===== src/rtl/alu_cmd_issue.sv =====
// -----------------------------------------------------------------------------
// alu_cmd_issue
//
// Command front end for the 8-bit ALU (Alu_8bit).
//
// The block buffers ALU commands in a small FIFO. It issues one command at a
// time on registered operand/operation outputs that drive the ALU directly.
// One cycle later it captures the ALU's combinational result and carry, and it
// presents that result downstream. The block also acts as the ALU's result
// register.
//
// Ports
//   clk, rst         single clock; synchronous active-high reset
//   in_valid/ready   command handshake; in_op/in_a/in_b/in_cin = command
//   alu_op/a/b/cin   registered operands to the ALU
//   alu_result/cout  combinational result from the ALU
//   out_valid/ready  result handshake; out_result/out_cout/out_op = result
//   count            FIFO occupancy
//   busy             state != IDLE or FIFO not empty
//   dbg_state        current FSM state (IDLE=0, EXEC=1, HOLD=2)
//
// Handshake rule (both sides): a transfer happens on a rising edge where
// valid && ready. A producer holds valid and its payload stable until the
// transfer. The ready signal may depend on registered state only. It never
// depends on the valid signal of the same interface.
// -----------------------------------------------------------------------------
module alu_cmd_issue #(
  parameter int WIDTH = 8,
  parameter int DEPTH = 4
) (
  input  logic                         clk,
  input  logic                         rst,
  // command input
  input  logic                         in_valid,
  output logic                         in_ready,
  input  logic [1:0]                   in_op,
  input  logic [WIDTH-1:0]             in_a,
  input  logic [WIDTH-1:0]             in_b,
  input  logic                         in_cin,
  // ALU drive (registered)
  output logic [1:0]                   alu_op,
  output logic [WIDTH-1:0]             alu_a,
  output logic [WIDTH-1:0]             alu_b,
  output logic                         alu_cin,
  // ALU return (combinational in the ALU)
  input  logic [WIDTH-1:0]             alu_result,
  input  logic                         alu_cout,
  // result output
  output logic                         out_valid,
  input  logic                         out_ready,
  output logic [WIDTH-1:0]             out_result,
  output logic                         out_cout,
  output logic [1:0]                   out_op,
  // status
  output logic [$clog2(DEPTH+1)-1:0]   count,
  output logic                         busy,
  output logic [1:0]                   dbg_state
);

  localparam int AW = $clog2(DEPTH);
  localparam int CW = $clog2(DEPTH+1);
  localparam logic [CW-1:0] FULL_CNT = CW'(DEPTH);

  typedef enum logic [1:0] {
    S_IDLE = 2'd0,
    S_EXEC = 2'd1,   // ALU operands are stable; ALU settles this cycle
    S_HOLD = 2'd2    // result presented, waiting for downstream
  } state_t;

  // ---------------------------------------------------------------------------
  // Registers
  // ---------------------------------------------------------------------------
  state_t                r_state;
  logic [AW-1:0]         r_wr_ptr;
  logic [AW-1:0]         r_rd_ptr;
  logic [CW-1:0]         r_count;

  logic [1:0]            r_mem_op  [DEPTH];
  logic [WIDTH-1:0]      r_mem_a   [DEPTH];
  logic [WIDTH-1:0]      r_mem_b   [DEPTH];
  logic                  r_mem_cin [DEPTH];

  logic [1:0]            r_alu_op;
  logic [WIDTH-1:0]      r_alu_a;
  logic [WIDTH-1:0]      r_alu_b;
  logic                  r_alu_cin;

  logic                  r_out_valid;
  logic [WIDTH-1:0]      r_out_result;
  logic                  r_out_cout;
  logic [1:0]            r_out_op;

  // ---------------------------------------------------------------------------
  // Wires
  // ---------------------------------------------------------------------------
  state_t                w_state_nxt;
  logic                  w_in_ready;
  logic                  w_push;
  logic                  w_pop;
  logic                  w_capture;
  logic                  w_release;
  logic                  w_fifo_nonempty;

  // Ready comes from the registered count only. A pop in the same cycle does
  // not free a slot for a push when the FIFO is full. This keeps in_ready off
  // the FSM decode path. It is also held low during reset.
  assign w_in_ready      = !rst && (r_count < FULL_CNT);
  assign w_push          = in_valid && w_in_ready;
  assign w_fifo_nonempty = (r_count != '0);

  // ---------------------------------------------------------------------------
  // Issue FSM: next state and control strobes
  // ---------------------------------------------------------------------------
  always_comb begin
    w_state_nxt = r_state;
    w_pop       = 1'b0;
    w_capture   = 1'b0;
    w_release   = 1'b0;
    case (r_state)
      S_IDLE: begin
        // A push this cycle is seen only next cycle (there is no empty bypass).
        if (w_fifo_nonempty) begin
          w_pop       = 1'b1;
          w_state_nxt = S_EXEC;
        end
      end
      S_EXEC: begin
        w_capture   = 1'b1;
        w_state_nxt = S_HOLD;
      end
      S_HOLD: begin
        if (out_ready) begin
          w_release = 1'b1;
          // Chain straight into the next command. This gives 2 cycles per
          // result when the downstream is always ready.
          if (w_fifo_nonempty) begin
            w_pop       = 1'b1;
            w_state_nxt = S_EXEC;
          end else begin
            w_state_nxt = S_IDLE;
          end
        end
      end
      default: begin
        w_state_nxt = S_IDLE;
      end
    endcase
  end

  always_ff @(posedge clk) begin
    if (rst) begin
      r_state <= S_IDLE;
    end else begin
      r_state <= w_state_nxt;
    end
  end

  // ---------------------------------------------------------------------------
  // FIFO storage. There is no reset. Only slots that have been written are
  // ever read, because the count guards every pop.
  // ---------------------------------------------------------------------------
  always_ff @(posedge clk) begin
    if (w_push) begin
      r_mem_op[r_wr_ptr]  <= in_op;
      r_mem_a[r_wr_ptr]   <= in_a;
      r_mem_b[r_wr_ptr]   <= in_b;
      r_mem_cin[r_wr_ptr] <= in_cin;
    end
  end

  // FIFO pointers and occupancy. The pointers are log2(DEPTH) bits wide and
  // wrap naturally because DEPTH is a power of two.
  always_ff @(posedge clk) begin
    if (rst) begin
      r_wr_ptr <= '0;
      r_rd_ptr <= '0;
      r_count  <= '0;
    end else begin
      if (w_push) begin
        r_wr_ptr <= r_wr_ptr + AW'(1);
      end
      if (w_pop) begin
        r_rd_ptr <= r_rd_ptr + AW'(1);
      end
      case ({w_push, w_pop})
        2'b10:   r_count <= r_count + CW'(1);
        2'b01:   r_count <= r_count - CW'(1);
        default: r_count <= r_count;
      endcase
    end
  end

  // ---------------------------------------------------------------------------
  // ALU operand registers. After reset the ALU sees AND 0,0 with cin 0. The
  // registers hold their values between commands.
  // ---------------------------------------------------------------------------
  always_ff @(posedge clk) begin
    if (rst) begin
      r_alu_op  <= 2'd0;
      r_alu_a   <= '0;
      r_alu_b   <= '0;
      r_alu_cin <= 1'b0;
    end else if (w_pop) begin
      r_alu_op  <= r_mem_op[r_rd_ptr];
      r_alu_a   <= r_mem_a[r_rd_ptr];
      r_alu_b   <= r_mem_b[r_rd_ptr];
      r_alu_cin <= r_mem_cin[r_rd_ptr];
    end
  end

  // ---------------------------------------------------------------------------
  // Result registers. They capture at the end of EXEC and hold through HOLD.
  // The op is taken from the operand register, so it always matches the
  // result it belongs to.
  // ---------------------------------------------------------------------------
  always_ff @(posedge clk) begin
    if (rst) begin
      r_out_valid  <= 1'b0;
      r_out_result <= '0;
      r_out_cout   <= 1'b0;
      r_out_op     <= 2'd0;
    end else if (w_capture) begin
      r_out_valid  <= 1'b1;
      r_out_result <= alu_result;
      r_out_cout   <= alu_cout;
      r_out_op     <= r_alu_op;
    end else if (w_release) begin
      r_out_valid  <= 1'b0;
    end
  end

  // ---------------------------------------------------------------------------
  // Outputs
  // ---------------------------------------------------------------------------
  assign in_ready   = w_in_ready;
  assign alu_op     = r_alu_op;
  assign alu_a      = r_alu_a;
  assign alu_b      = r_alu_b;
  assign alu_cin    = r_alu_cin;
  assign out_valid  = r_out_valid;
  assign out_result = r_out_result;
  assign out_cout   = r_out_cout;
  assign out_op     = r_out_op;
  assign count      = r_count;
  assign busy       = (r_state != S_IDLE) || w_fifo_nonempty;
  assign dbg_state  = r_state;

endmodule


===== config.mk =====
export PLATFORM = sky130hd
export DESIGN_NAME = alu_cmd_issue
export DESIGN_NICKNAME = d
export VERILOG_FILES = /design/src/rtl/alu_cmd_issue.sv
export SDC_FILE = /design/constraint.sdc
export NUM_CORES = 1
export LEC_CHECK = 0
export CORE_UTILIZATION = 60
export CTS_BUF_LIST = sky130_fd_sc_hd__clkbuf_2
export DETAILED_ROUTE_END_ITERATION = 10
export DONT_BUFFER_PORTS = 1
export PLACE_DENSITY = 0.87
export SYNTH_ARGS = -nofsm -noshare
export SYNTH_HDL_FRONTEND = slang
export SYNTH_SLANG_ARGS = --single-unit

===== constraint.sdc =====
create_clock -name clk -period 3.6 [get_ports clk]
set_clock_uncertainty 0.15 [all_clocks]
set_input_delay 1.08 -clock clk [delete_from_list [all_inputs] [get_ports clk]]
set_output_delay 1.08 -clock clk [all_outputs]
set_load 0.05 [all_outputs]

==> results_dict.tcl <==
set metrics [dict create \
    slew_headroom_pct 37.9 \
    fmax_ghz 0.304 \
    power-per-cell-area_nw_per_um2 800 \
    die_h_um 87.4 \
    crit_path_max_incr_delay_ns 0.55 \
    setup_tns_ns 0 \
    num_rows 30 \
    htreeDepth 4 \
    io_pins 70 \
    hpwl_um 4180 \
    drt-initial-drc-count 159 \
    slowest_stage "dfxtp_1" \
    overflow 0 \
    core_area_um2 6910 \
    status "completed" \
    maxSlewViolCount 0 \
    worstPathRequired_ns 2.37 \
    hold_violations 0 \
    port_buffers 0 \
    cts-hold-fix-buffers 0 \
    final_common_cell "edfxtp_1" \
    post_cts_buffers 0 \
    finish.net_count 318 \
    numCtsBuffers 17 \
    clockBufferDepth 2 \
    cts.clk_slew.worst_paths_ns 0.16 \
    drive_gt1_share_pct 19.1 \
    dieArea_um2 7640 \
    globalRouteTotalUtil_pct 19.9 \
    crit_path_cell_trace "nor3_2 -> nand2_1" \
    finalCritPeriodShare_pct 91.5 \
    antenna_cells 0 \
    grt_pass1_vias 2237 \
    grt_pass1_wl_um 10700 \
    postSynthAreaPerCell_um2 16.3 \
    clock_sinks 116 \
    cp.arrival_ns 2.06 \
    cp_top_family "simple AND/OR/NAND/NOR gates" \
    rsz0062_at_grt "false" \
    syn_inst 269 \
    avgViaCountPerCell 5.84 \
    wire_per_inst_um 18.3 \
    yosysTopAreaCell "edfxtp_1" \
    synth_area_leaders "edfxtp_1 52%, dfxtp_1 18%, mux4_2 6.7%" \
    yosys_warnings 0 \
    path_class "flip-flop to output port" \
    ys_ff_latch 116 \
    syn_area_um2 4370 \
    gp_congestion 0.739 \
    num_vias 2273 \
    ir_drop_v 0.000338 \
    synth_nets 307 \
    antenna_found_initial 0 \
    fin_util_pct 67.8 \
    leakage_nw 1.53 \
    area_growth_pct 6.98 \
    ys_types 33 \
    drt-pass1-iter-count 4 \
    netlist.area_leader.share_pct 52.2 \
    post_cts_resized 0 \
    setup_viol 0 \
    initial_core_util_pct 63.3 \
    cp-start-kind "flip-flop" \
    root_buffer "clkbuf_2" \
    critPathMaxFanout 6 \
    die_x_um 87.4 \
    period_minus_slack_ns 3.29 \
    grt_max_degree 44 \
    worstMarginPinSlew_ns 0.930 \
    yosysSeqAreaShare_pct 70.5 \
    worst-path-buf-inv 0 \
    hp-class "primary input to flip-flop" \
    cts_tree "yes" \
    maxCapViolCount 0 \
    critPathCaptureType "output port" \
    clk_latency_ns 0.60 \
    final_cell_mix "76 x edfxtp_1, 40 x dfxtp_1, 24 x nand2_1" \
    drcViolationCount 0 \
    drtAntennaViolNets 0 \
    totalWireLength_um 7130 \
]
## logic make-up after synthesis
family | count (synthesis) | share of synthesized area [%]
AND/OR/NAND/NOR | 66 | 7.98
AO/OA/AOI/OAI | 37 | 6.06
flip-flops | 116 | 70.5
XOR/XNOR | 3 | 0.601
adder cells (fa/ha/maj) | 6 | 1.89
buffers and inverters | 20 | 2.20
multiplexers | 21 | 10.8
## state kept, by name (all words and copies together) (netlist names)
name	count
out_op	2
r_mem_b	32
r_rd_ptr	2
dbg_state	2
count	3
r_mem_cin	4
out_cout	1
alu_op	2
alu_cin	1
out_result	8
alu_a	8
alu_b	8
out_valid	1
r_mem_op	8
r_wr_ptr	2
r_mem_a	32
## layer usage
metal | part of all wire (%) | vias up | global-route usage (%) | routed length (um)
li1 | - | 1041 | - | -
met1 | 42 | 1142 | 22.3 | 2990
met3 | 6.6 | 7 | 8.06 | 469
met5 | 0 | - | 0 | 0
met4 | 1.3 | 0 | 9.24 | 93
met2 | 50 | 83 | 33.3 | 3580
## cells in the mapped netlist (all sizes together)
| cell type | number |
|---|---|
| clkbuf | 9 |
| xnor2 | 2 |
| nor4 | 1 |
| mux2i | 1 |
| edfxtp | 76 |
| xor2 | 1 |
| nand3b | 1 |
| nand2 | 24 |
| or4 | 1 |
| o2bb2ai | 19 |
| nor4b | 1 |
| or3 | 1 |
| nor2 | 7 |
| inv | 4 |
| a21oi | 14 |
| a311oi | 1 |
| mux4 | 19 |
| nor2b | 3 |
| buf | 7 |
| o31ai | 2 |
| ha | 5 |
| fa | 1 |
| nor3 | 2 |
| and2 | 4 |
| nand2b | 20 |
| mux2 | 1 |
| o21ai | 1 |
| dfxtp | 40 |
| nor3b | 1 |
## per-stage QoR
step	area [um^2]	hold WS, ns	setup slack [ns]	instances	power, mW
2_1_floorplan	4370	0.358	0.157	269	2.89
3_3_place_gp	4480	0.393	0.658	357	3.04
3_5_place_dp	4480	0.408	0.568	357	3.08
4_1_cts	4680	0.310	0.214	389	3.77
5_1_grt	4680	0.278	0.140	389	3.92
6_report	4680	0.382	0.307	389	3.74
## path summary, 6_finish.rpt
path,startpoint,to,slack (ns),cells past startpoint
worst max-delay path,count[0],busy,0.31,2
worst min-delay path,rst,out_result[2],0.38,1
worst min register to register,r_wr_ptr[1],r_wr_ptr[1],0.42,2
worst max register to register,dbg_state[1],count[2],0.87,7
## layout make-up
type	instances	area, um^2
Clock buffer	22	110
Sequential cell	116	3080
Timing Repair Buffer	8	60.1
Clock inverter	10	85.1
Fill cell	483	2230
Inverter	4	15.0
Multi-Input combinational cell	133	1210
Tap cell	96	120
## power by group
part           switching [mW]  total, mW  internal [mW]  leakage (nW)
combinational           0.405      0.726          0.322         0.387
sequential              0.693       2.31           1.62          1.02
clock                   0.449      0.705          0.256         0.129
total                    1.55       3.74           2.20          1.53
Note: power is estimated with default switching activity, not from simulation.
